`config.mk`:
```
export PLATFORM = sky130hd
export DESIGN_NAME = game_state_controller
export DESIGN_NICKNAME = d
export VERILOG_FILES = /design/src/rtl/game_pkg.sv /design/src/rtl/lfsr10.sv /design/src/rtl/game_state_controller.sv
export SDC_FILE = /design/constraint.sdc
export NUM_CORES = 1
export LEC_CHECK = 0
export BUFFER_PORTS_ARGS = -buffer_cell sky130_fd_sc_hd__buf_2
export CORE_ASPECT_RATIO = 0.9
export CORE_MARGIN = 8
export CORE_UTILIZATION = 59
export CTS_CLUSTER_DIAMETER = 60
export CTS_CLUSTER_SIZE = 25
export DETAILED_ROUTE_END_ITERATION = 10
export PLACE_DENSITY = 0.89
export SKIP_LAST_GASP = 1
export SLEW_MARGIN = 40
export SYNTH_ARGS = -nofsm -noshare
export SYNTH_HDL_FRONTEND = slang
export SYNTH_HIERARCHICAL = 1
export SYNTH_SLANG_ARGS = --single-unit
```
`constraint.sdc`:
```
create_clock -name CLOCK_50 -period 6.9 [get_ports CLOCK_50]
set_input_delay 0.345 -clock CLOCK_50 [delete_from_list [all_inputs] [get_ports CLOCK_50]]
set_output_delay 0.345 -clock CLOCK_50 [all_outputs]
set_load 0.01 [all_outputs]
```
`src/rtl/game_pkg.sv`:
```
// Shared types and constants for the dodge-game rules engine.
package game_pkg;

   typedef enum logic [1:0] {
      ST_IDLE = 2'd0,
      ST_PLAY = 2'd1,
      ST_OVER = 2'd2
   } state_t;

   localparam int SCREEN_W     = 640;
   localparam int SCREEN_H     = 480;
   localparam int SPRITE_W_DEF = 32;
   localparam int SPRITE_H_DEF = 32;
   localparam int SCORE_MAX    = 99;

   localparam logic [9:0] LFSR_SEED = 10'h001;

   // True when a score value lands on a nonzero multiple of ten.
   function automatic logic is_decade(input logic [6:0] s);
      return (s != 7'd0) && ((s % 7'd10) == 7'd0);
   endfunction

endpackage

```
`src/rtl/lfsr10.sv`:
```
// Free-running 10-bit Fibonacci LFSR (x^10 + x^7 + 1); maximal length, never zero.
module lfsr10
   import game_pkg::*;
(
   input  logic       CLOCK_50,
   input  logic       reset,
   output logic [9:0] q
);

   logic [9:0] lfsr_q;

   always_ff @(posedge CLOCK_50 or posedge reset) begin
      if (reset) begin
         lfsr_q <= LFSR_SEED;
      end else begin
         lfsr_q <= {lfsr_q[8:0], lfsr_q[9] ^ lfsr_q[6]};
      end
   end

   assign q = lfsr_q;

endmodule

```
`src/rtl/game_state_controller.sv`:
```
// Play/over state machine, frame-based obstacle spawner, collision detect and scoring
// for the dodge game.
module game_state_controller
   import game_pkg::*;
#(
   parameter int SPRITE_W         = SPRITE_W_DEF,
   parameter int SPRITE_H         = SPRITE_H_DEF,
   parameter int SPAWN_FRAMES     = 90,
   parameter int MIN_SPAWN_FRAMES = 20,
   parameter int SPAWN_DEC        = 8,
   parameter int X_RANGE          = 608
)
(
   input  logic       CLOCK_50,
   input  logic       reset,
   input  logic       vsync,
   input  logic       start_n,
   input  logic [9:0] player_x,
   input  logic [9:0] player_y,
   input  logic [9:0] obstacle_x,
   input  logic [9:0] obstacle_y,
   input  logic       obstacle_active,
   output logic       obstacle_trigger,
   output logic [9:0] obstacle_start_x,
   output logic [2:0] obstacle_step,
   output logic       playing,
   output logic       game_over,
   output logic [6:0] score,
   output logic [6:0] max_score
);

   localparam logic [10:0] SW11       = 11'(SPRITE_W);
   localparam logic [10:0] SH11       = 11'(SPRITE_H);
   localparam logic [15:0] PERIOD_RST = 16'(SPAWN_FRAMES);
   localparam logic [15:0] PERIOD_MIN = 16'(MIN_SPAWN_FRAMES);
   localparam logic [15:0] PERIOD_DEC = 16'(SPAWN_DEC);
   localparam logic [9:0]  XR10       = 10'(X_RANGE);
   localparam logic [6:0]  SMAX7      = 7'(SCORE_MAX);

   state_t      state_q;
   logic        start_s1_q, start_s2_q, start_s3_q;
   logic        vsync_q, act_q, pass_q;
   logic        trigger_q, playing_q, game_over_q;
   logic [9:0]  start_x_q;
   logic [2:0]  step_q;
   logic [6:0]  score_q, max_q;
   logic [15:0] timer_q, period_q;
   logic [9:0]  lfsr;

   logic        press, tick, overlap, coll, bump;
   logic [10:0] px, py, ox, oy;
   logic [9:0]  lfsr_fold;
   logic [6:0]  score_d;
   logic [15:0] period_d;
   logic [2:0]  step_d;

   lfsr10 u_lfsr (
      .CLOCK_50 (CLOCK_50),
      .reset    (reset),
      .q        (lfsr)
   );

   assign press = start_s3_q & ~start_s2_q;
   assign tick  = vsync_q & ~vsync;

   // 11-bit operands so edge + sprite size cannot wrap near the screen edge.
   assign px = {1'b0, player_x};
   assign py = {1'b0, player_y};
   assign ox = {1'b0, obstacle_x};
   assign oy = {1'b0, obstacle_y};
   assign overlap = (px < ox + SW11) && (ox < px + SW11) &&
                    (py < oy + SH11) && (oy < py + SH11);
   assign coll = tick && (state_q == ST_PLAY) && obstacle_active && overlap;

   assign lfsr_fold = (lfsr >= XR10) ? lfsr - XR10 : lfsr;

   assign score_d  = (score_q < SMAX7) ? score_q + 7'd1 : score_q;
   assign bump     = (score_q < SMAX7) && is_decade(score_d);
   assign period_d = (period_q >= PERIOD_MIN + PERIOD_DEC) ? period_q - PERIOD_DEC : PERIOD_MIN;
   assign step_d   = (step_q == 3'd7) ? 3'd7 : step_q + 3'd1;

   always_ff @(posedge CLOCK_50 or posedge reset) begin
      if (reset) begin
         state_q     <= ST_IDLE;
         start_s1_q  <= 1'b1;
         start_s2_q  <= 1'b1;
         start_s3_q  <= 1'b1;
         vsync_q     <= 1'b1;
         act_q       <= 1'b0;
         pass_q      <= 1'b0;
         trigger_q   <= 1'b0;
         playing_q   <= 1'b0;
         game_over_q <= 1'b0;
         start_x_q   <= 10'd0;
         step_q      <= 3'd1;
         score_q     <= 7'd0;
         max_q       <= 7'd0;
         timer_q     <= 16'd0;
         period_q    <= PERIOD_RST;
      end else begin
         start_s1_q <= start_n;
         start_s2_q <= start_s1_q;
         start_s3_q <= start_s2_q;
         vsync_q    <= vsync;
         act_q      <= obstacle_active;
         pass_q     <= act_q & ~obstacle_active & (state_q == ST_PLAY);
         trigger_q  <= 1'b0;

         case (state_q)
            ST_IDLE, ST_OVER: begin
               if (press) begin
                  state_q     <= ST_PLAY;
                  playing_q   <= 1'b1;
                  game_over_q <= 1'b0;
                  score_q     <= 7'd0;
                  timer_q     <= 16'd0;
                  period_q    <= PERIOD_RST;
                  step_q      <= 3'd1;
               end
            end
            ST_PLAY: begin
               // A collision outranks both a simultaneous pass and a due spawn.
               if (coll) begin
                  state_q     <= ST_OVER;
                  playing_q   <= 1'b0;
                  game_over_q <= 1'b1;
                  if (score_q > max_q) max_q <= score_q;
               end else begin
                  if (pass_q) begin
                     score_q <= score_d;
                     if (bump) begin
                        period_q <= period_d;
                        step_q   <= step_d;
                     end
                  end
                  if (tick) begin
                     if (timer_q == period_q - 16'd1) begin
                        timer_q   <= 16'd0;
                        trigger_q <= 1'b1;
                        start_x_q <= lfsr_fold;
                     end else begin
                        timer_q <= timer_q + 16'd1;
                     end
                  end
               end
            end
            default: state_q <= ST_IDLE;
         endcase
      end
   end

   assign obstacle_trigger = trigger_q;
   assign obstacle_start_x = start_x_q;
   assign obstacle_step    = step_q;
   assign playing          = playing_q;
   assign game_over        = game_over_q;
   assign score            = score_q;
   assign max_score        = max_q;

endmodule

```
==> results.cfg, run 1 <==
[timing]
worst_slew_pin_slew_ns = 0.854
hold_violations = 0
fin_crit_ns = 6.45
fin_crit_sh_pct = 93.5
slew_headroom_pct = 43.1
rsz0062_at_grt = false
drv_slew = 0
holdWs_ns = 0.114
skew_ns = 0.00704
setup_violations = 0
final.setup.tns_ns = 0
max_freq_ghz = 0.155

[critical_path]
cpLargestDelayFamily = compound AO/OA/AOI/OAI gates
cp_slowest_cell = or4_1
worstPathRequired_ns = 7.12
worst_setup_path_end_kind = flop
max_stage_delay_ns = 0.51
start_kind = flop
arrival_ns = 6.68
cpMostUsedCell = ha_1
worstPathMaxFanout = 14
critical_path_buf_inv_count = 2
critPathKind = flop to flop

[routing]
wl_per_cell_um = 16.8
vias = 5502
route.detailed.drc = 0
drtIter0Drc = 420
postRouteAntennaNets = 0
drt-total-wl_um = 14900
drt-pass1-iter-count = 5
viasPerCell = 6.20

[power_and_ir_drop]
combPwrFrac_pct = 40.1
switchingPower_uw = 736
clkPwrFrac_pct = 25.5
p_seq_share_pct = 34.4
p_per_area_nw_per_um2 = 265
p_leak_uw = 0.00313
peakVddDrop_v = 0.000198
power.internal_uw = 1080
sw_frac_of_total_pct = 40.5

[clocking]
clk_latency_ns = 0.34
clkTransAtPathRegs_ns = 0.07
htree_levels = 3
cts.path.max_buffers = 2
postCtsSetupRepairBufs = 0
cts_made_buffers = 9
tritoncts = done
cts.sinks = 79
root_buffer = clkbuf_16

[synth]
ys_types = 66
synthesis.nets = 791
yosys-top-cells-count = dfrtp_1, ha_1, o21ai_0, inv_1, nor2_1
syn_avg_cell_area_um2 = 8.83
synth_most_common_cell = dfrtp_1
synth_largest_type_area_fraction_pct = 28.5
ys_seq_area_share_pct = 32.9
ys_ff_latch = 79
synthTopCellsByArea = dfrtp_1, ha_1, o21ai_0
synth_area_um2 = 6050
yosysTopAreaCell = dfrtp_1
synth-edff-count = 0
async_flop_share_pct = 100
ys.warnings.count = 6
postSynthCellCount = 685
synthFlopType = dfrtp_1

[die]
die_x_um = 123
rows = 35
initial_utilization_pct = 59.8
die_area_um2 = 13800
pin_count = 75
core_area_um2 = 10100
die_h_um = 112

[hold_path]
hold_class = input port to flop

[global_routing]
grt_overflow = 0
grt_pass1_vias = 5626
antenna_found_initial = 0
track_usage_pct = 22.4
grt_max_degree = 36
grt_pass1_wl_um = 25900

[placement]
place_hpwl_um = 11200
numPortBuffers = 74
gp_congestion = 0.873

[layout]
area_delta_synth_final_pct = 13.4
diodes = 0
fin_nets = 859
finish.utilization_pct = 67.8
drive_gt1_share_pct = 19.8
fillCellCount = 772

[status]
status = completed

[run]
maxCapViolCount = 0
[flip-flops by register name, summed over array words and instances (netlist names), 2 cells and up]
register          count
obstacle_start_x     10
score                 7
timer_q              16
max_score             7
period_q             15
state_q               2
obstacle_step         3
u_lfsr/q             10
[path summary, 6_finish.rpt]
kind / start / endpoint / slack (ns) / depth (start not counted)
min: start_n / start_s1_q / 0.11 / 1
max in group asynchronous: reset / period_q[4] / 5.62 / 5
min in group asynchronous: reset / u_lfsr/q[8] / 0.53 / 3
min reg2reg: start_s1_q / start_s2_q / 0.36 / 0
max: score[1] / period_q[8] / 0.45 / 26
max reg2reg: score[1] / period_q[8] / 0.45 / 26
[power groups by stage]
stage	clock network [uW]	logic, uW	registers, uW
floorplan	0	547	598
global placement	0	671	621
detailed placement	0	703	627
CTS	468	712	619
global route	484	813	636
finish	463	729	625
[layout make-up]
class                      instances  area, um2  area share [%]
clock inverter                     7       61.3           0.894
inverter                          50        188            2.74
tap                              129        161            2.35
multi-input combinational        532       3790            55.3
sequential                        79       2000            29.1
clock buffer                       9        225            3.28
timing repair buffer              81        438            6.38
[stage by stage]
step	worst slack (ns)	std cells	power [uW]	area, um2
4_1_cts	0.114	887	1800	6820
5_1_grt	0.000973	887	1930	6860
6_report	0.448	887	1820	6860
3_3_place_gp	0.462	869	1290	6500
3_5_place_dp	0.122	870	1330	6520
2_1_floorplan	0.646	685	1140	6050
[kinds of logic (layout without fill, tap and decap cells)]
group,count (synthesis),in the layout,share of synthesized area [%]
xor gates and xnor gates,39,39,5.65
AOI/OAI and AO/OA,181,181,19.8
DFF,79,79,32.9
buffers and inverters,74,147,5.03
muxes,17,17,3.29
and+or+nand+nor,234,234,20.7
adders and majority gates,61,61,12.6
[layer usage]
metal  part of all wire, %  vias up  GRT usage [%]
met5                     0        -              0
met4                   2.3        0           8.04
met3                   6.3       33           5.02
met2                    47      208           35.4
met1                    44     2630           29.1
li1                      -     2631              -
[cell usage in the layout, fill, tap and decap left out, types with 5 or more instances in the layout]
| cell type | n |
|---|---|
| buf_2 | 74 |
| dfrtp_1 | 64 |
| ha_1 | 61 |
| o21ai_0 | 56 |
| inv_1 | 48 |
| nor2_1 | 41 |
| nand2_1 | 40 |
| a21oi_1 | 31 |
| nand3_1 | 30 |
| nand2b_1 | 27 |
| and3_1 | 27 |
| xnor2_1 | 23 |
| a31oi_1 | 19 |
| xor2_1 | 16 |
| mux2_2 | 13 |
| nor3_1 | 11 |
| o21a_1 | 10 |
| dfstp_2 | 10 |
| clkbuf_16 | 9 |
| nand4_1 | 8 |
| nor2b_1 | 7 |
| or3_1 | 7 |
| a211oi_1 | 6 |
| a21o_1 | 5 |
| nor4_1 | 5 |
| a2111oi_0 | 5 |
| a221oi_1 | 5 |
| or2_2 | 5 |
| buf_4 | 5 |
| dfrtp_2 | 5 |
[what timing repair did]
action                                  in CTS  in global routing
hold buffers                                 1                  0
endpoints found under the hold margin        9                  0
endpoints found under the setup margin       0                 18
gates resized for setup                      0                 12
[worst register-to-register path, delay by kind of cell (launching register included)]
| family | cells | cell delay (ns) |
|---|---|---|
| compound gates | 11 | 2.50 |
| simple gates | 7 | 1.65 |
| fa+ha+maj | 5 | 1.25 |
| flops | 1 | 0.46 |
| xor+xnor | 1 | 0.28 |
| buf+inv | 2 | 0.20 |
Power figures use the tool's default switching activity.
==> run 2, diff against run 1 <==
--- a/config.mk
+++ b/config.mk
@@ -7,7 +7,6 @@
 export LEC_CHECK = 0
 export BUFFER_PORTS_ARGS = -buffer_cell sky130_fd_sc_hd__buf_2
 export CORE_ASPECT_RATIO = 0.9
-export CORE_MARGIN = 8
 export CORE_UTILIZATION = 59
 export CTS_CLUSTER_DIAMETER = 60
 export CTS_CLUSTER_SIZE = 25
==> constraint.sdc (replaced) <==
create_clock -name CLOCK_50 -period 6.95 [get_ports CLOCK_50]
set_input_delay 0.3475 -clock CLOCK_50 [delete_from_list [all_inputs] [get_ports CLOCK_50]]
set_output_delay 0.3475 -clock CLOCK_50 [all_outputs]
set_load 0.01 [all_outputs]
==> run 2 against run 1 <==
  * Clock skew grew 0.0012 ns
  * Clock power barely moved
  * Sequential share of layout area hardly changed
  * Count of clock-buffer cells in the layout stayed put
  * Non-clock buffer count decreased by 2
  * Critical path type unchanged
  * Highest routed layer unchanged
==> results.cfg, run 2 (same netlist as run 1, synthesis figures left out) <==
[global_routing]
track_usage_pct = 29.0
antenna_found_initial = 0
grt_pass1_wl_um = 24900
grt_overflow = 0
grt_pass1_vias = 5368
grt_max_degree = 44

[timing]
drv_slew = 0
fin_crit_sh_pct = 94.2
hold_violations = 0
worst_slew_pin_slew_ns = 0.803
fin_crit_ns = 6.54
max_freq_ghz = 0.153
setup_violations = 0
skew_ns = 0.00826
slew_headroom_pct = 46.4

[routing]
drt-total-wl_um = 14800
postRouteAntennaNets = 0
vias = 5592
wl_per_cell_um = 16.8
viasPerCell = 6.35
drt-pass1-iter-count = 5
drtIter0Drc = 375
route.detailed.drc = 0

[die]
rows = 34
die_x_um = 109
pin_count = 75
die_h_um = 98.1
die_area_um2 = 10700
core_area_um2 = 9830
initial_utilization_pct = 61.5

[layout]
diodes = 0
reg_top3 = timer_q (16), period_q (15)
seq_area_um2 = 1990
finish.utilization_pct = 69.7
final_common_cell = buf_2
drive_gt1_share_pct = 19.7
largest_reg_flops = 16
fin_nets = 857
area_delta_synth_final_pct = 13.3
multi_input_area_um2 = 3820
fin_cells = 881
regMostFlops = timer_q
fillCellCount = 716
mostFrequentLayoutCells = buf_2, dfrtp_1, ha_1
final_area_um2 = 6850

[clocking]
cts_made_buffers = 9
root_buffer = clkbuf_16
cts_resized = 0
clkTransAtPathRegs_ns = 0.06
tritoncts = done
cts.path.max_buffers = 2
htree_levels = 3
cts.sinks = 79
hold_buffers = 0
postCtsSetupRepairBufs = 0
clk_latency_ns = 0.34

[critical_path]
worst_setup_path_end_kind = flop
start_kind = flop
cp_slowest_cell = or4_1
arrival_ns = 6.76
worstPathRequired_ns = 7.17
worstPathMaxFanout = 14
critPathKind = flop to flop
max_stage_delay_ns = 0.51

[placement]
numPortBuffers = 74
gp_congestion = 0.915
place_area_um2 = 6500
placed_cells = 866
place_hpwl_um = 10800

[status]
status = completed

[power_and_ir_drop]
peakVddDrop_v = 0.000139
p_per_area_nw_per_um2 = 264
p_leak_uw = 0.00311
fin_total_pwr_uw = 1810

[run]
maxCapViolCount = 0

[hold_path]
hold_class = input port to async pin
run 2: per-stage QoR:
stage / hold WS, ns / TNS, ns / setup slack, ns
4_1_cts: 0.000699 / 0 / 0.104
5_1_grt: 0.0229 / -0.0474 / -0.0248
2_1_floorplan: 0.187 / 0 / 0.696
3_3_place_gp: 0.337 / 0 / 0.611
3_5_place_dp: 0.348 / 0 / 0.168
6_report: 0.00378 / 0 / 0.406
run 2: path summary, 6_finish.rpt:
check                           start           to  slack [ns]  cells after the start
max                          score[1]  period_q[8]        0.41                     27
min in group CLOCK_50         start_n   start_s1_q        0.13                      1
max reg2reg                  score[1]  period_q[8]        0.41                     27
max in group asynchronous       reset     score[4]        5.89                      3
min                             reset  u_lfsr/q[3]       0.004                      2
min reg2reg                start_s1_q   start_s2_q        0.36                      0
run 2: layout make-up:
cell class	count	area share [%]
tap	126	2.30
sequential	79	29.1
inverter	50	2.74
clock inverter	6	0.913
clock buffer	9	3.29
multi-input combinational	532	55.7
timing repair buffer	79	5.95
run 2: metal layers:
layer  vias up  global-route usage, %  part of all wire, %
met4         0                   9.88                  2.2
li1       2621                      -                    -
met3        36                   5.14                  5.4
met2       220                   48.4                   49
met1      2715                   37.8                   43
met5         -                      0                    0
run 2: critical path, delay by kind of cell, from the launching register on:
family / cells / cell delay, ns
flip-flops: 1 / 0.46
buffers and inverters: 3 / 0.36
XOR/XNOR: 1 / 0.30
AND/OR/NAND/NOR: 7 / 1.66
AO/OA/AOI/OAI: 11 / 2.38
adder cells (fa/ha/maj): 5 / 1.24
run 2: report_power, final:
part           internal (uW)  switching [uW]  leakage [uW]
Clock                    275             192      0.000133
Sequential               528            96.2      0.000989
Combinational            297             418       0.00199
Total                   1100             706       0.00311
==> run 3, diff against run 2 <==
--- a/config.mk
+++ b/config.mk
@@ -5,13 +5,14 @@
 export SDC_FILE = /design/constraint.sdc
 export NUM_CORES = 1
 export LEC_CHECK = 0
+export ABC_AREA = 1
 export BUFFER_PORTS_ARGS = -buffer_cell sky130_fd_sc_hd__buf_2
 export CORE_ASPECT_RATIO = 0.9
-export CORE_UTILIZATION = 59
+export CORE_UTILIZATION = 50
 export CTS_CLUSTER_DIAMETER = 60
 export CTS_CLUSTER_SIZE = 25
 export DETAILED_ROUTE_END_ITERATION = 10
-export PLACE_DENSITY = 0.89
+export PLACE_DENSITY = 0.78
 export SKIP_LAST_GASP = 1
 export SLEW_MARGIN = 40
 export SYNTH_ARGS = -nofsm -noshare
==> run 3 against run 2 <==
  * Register-to-register slack better by 1.5 ns
  * Non-clock buffer count unchanged
  * Area after synthesis rose by 4.6%
  * Critical path type unchanged
==> results.cfg, run 3 <==
[status]
status = completed

[die]
core_area_um2 = 12200
die_h_um = 109
die_area_um2 = 13100
initial_utilization_pct = 52.0
pin_count = 75
rows = 38
die_x_um = 121

[timing]
skew_ns = 0.00824
max_freq_ghz = 0.200
hold_violations = 0
setup_violations = 0
fin_crit_sh_pct = 72.0
final.setup.tns_ns = 0
fin_crit_ns = 5.01
slew_headroom_pct = 50.2
drv_slew = 0
worst_slew_pin_slew_ns = 0.745
rsz0062_at_grt = false

[clocking]
cts.sinks = 79
cts_made_buffers = 9
clk_latency_ns = 0.34
clkTransAtPathRegs_ns = 0.06
htree_levels = 3
postCtsSetupRepairBufs = 0
cts.path.max_buffers = 2
tritoncts = done
root_buffer = clkbuf_16

[routing]
vias = 5627
viasPerCell = 5.22
drt-total-wl_um = 14100
drt-pass1-iter-count = 5
wl_per_cell_um = 13.1
route.detailed.drc = 0
drtIter0Drc = 328
postRouteAntennaNets = 0

[placement]
place_area_um2 = 6860
gp_congestion = 0.939
numPortBuffers = 74
placed_cells = 1062
place_hpwl_um = 10800

[global_routing]
track_usage_pct = 23.4
grt_max_degree = 41
grt_pass1_vias = 5535
grt_overflow = 0
grt_pass1_wl_um = 24900
antenna_found_initial = 0

[layout]
drive_gt1_share_pct = 16.9
mostFrequentLayoutCells = nand2_1, inv_1, buf_2
regMostFlops = timer_q
fin_cells = 1079
diodes = 0
reg_top3 = timer_q (16), period_q (15)
final_area_um2 = 7180
area_delta_synth_final_pct = 13.5
final_common_cell = nand2_1
fin_nets = 1020
largest_reg_flops = 16

[synth]
yosysTopAreaCell = dfrtp_1
ys_seq_area_share_pct = 31.4
ys.warnings.count = 6
synthFlopType = dfrtp_1
synthTopCellsByArea = dfrtp_1, ha_1, nand2_1
synth-edff-count = 0
postSynthCellCount = 839
yosys-top-cells-count = nand2_1, inv_1, dfrtp_1, nor2_1, nand3_1
synth_largest_type_area_fraction_pct = 27.3
synthesis.nets = 945
synth_area_um2 = 6330
synth_most_common_cell = nand2_1
ys_types = 48
ys_ff_latch = 79
syn_avg_cell_area_um2 = 7.54
async_flop_share_pct = 100

[power_and_ir_drop]
p_leak_uw = 0.00386
peakVddDrop_v = 0.000184
fin_total_pwr_uw = 2680
p_per_area_nw_per_um2 = 374

[critical_path]
worst_setup_path_end_kind = flop
worstPathMaxFanout = 26
max_stage_delay_ns = 0.48
cp_slowest_cell = dfrtp_1
start_kind = flop
cpMostUsedCell = nand2_1
critPathKind = flop to flop
worstPathRequired_ns = 7.18
arrival_ns = 5.24

[run]
maxCapViolCount = 0

[hold_path]
hold_class = input port to flop
-- run 3: changes by cell type after synthesis, moves of 8 or more --
cell and change:
nand2_1 +127, a31oi_1 -12, o21a_1 -10, xnor2_1 -13, nand2b_1 -27, nor2_1 +23, nand3_1 +34, o21ai_0 -21
xor2_1 +22, and3_1 -26, inv_1 +71, a21boi_0 +8, nand2_2 +12, mux2_2 -13
-- run 3: worst paths after layout --
kind	cells past startpoint	start	end	slack, ns
worst max-delay path	35	score[1]	period_q[14]	1.94
worst min-delay path	1	start_n	start_s1_q	0.1
worst max register to register	35	score[1]	period_q[14]	1.94
worst min register to register	0	start_s1_q	start_s2_q	0.37
max in group asynchronous	4	reset	timer_q[11]	5.33
min in group asynchronous	3	reset	u_lfsr/q[1]	0.55
-- run 3: kinds of logic (layout without fill, tap and decap cells) --
kind of cell / after synthesis / after routing / synth area share [%]
buffers and inverters: 143 / 223 / 8.84
xor gates and xnor gates: 48 / 48 / 6.64
muxes: 9 / 9 / 1.42
adders and majority gates: 61 / 61 / 12.1
AOI/OAI and AO/OA: 119 / 119 / 11.3
and+or+nand+nor: 380 / 380 / 28.3
DFF: 79 / 79 / 31.4
-- run 3: per-layer routing --
metal	part of all wire [%]	wire length, um	GRT usage [%]
met5	0	0	0
met2	49	6830	40.1
met3	3.8	535	4.18
met1	46	6500	30.2
met4	1.5	215	7.05
-- run 3: area by class of cell --
cell class | instances | area (um2)
multi-input cells | 617 | 3790
clock buffers | 10 | 239
clock inverters | 6 | 73.8
inverters | 128 | 480
repair buffers | 79 | 410
well taps | 160 | 200
flip-flops and latches | 79 | 1990
fillers | 1143 | 4990
-- run 3: through the flow --
stage               hold WS, ns  worst slack [ns]  util, %
finish                   0.0995              1.94     59.0
CTS                      0.0932              1.97     59.0
floorplan                 0.187              2.54        -
detailed placement        0.347              2.03     56.4
global route             0.0962              1.34     59.0
global placement          0.346              2.17     56.4
-- run 3: repair_timing --
| item | in CTS | in global routing |
|---|---|---|
| hold buffers | 1 | 0 |
| resized for setup | 0 | 0 |
| endpoints found under the hold margin | 9 | 0 |
-- run 3: report_power, final --
part	leakage [uW]	switching, uW	internal [uW]
combinational	0.00266	925	543
clock	0.000154	202	293
sequential	0.00104	144	576
-- run 3: worst max-delay path: cells and delay by family, from the launching register on --
| kind | cells | cell delay, ns |
|---|---|---|
| buffers and inverters | 5 | 0.40 |
| adders and majority gates | 5 | 1.03 |
| and+or+nand+nor | 24 | 2.78 |
| DFF | 1 | 0.48 |
| AOI/OAI and AO/OA | 1 | 0.19 |
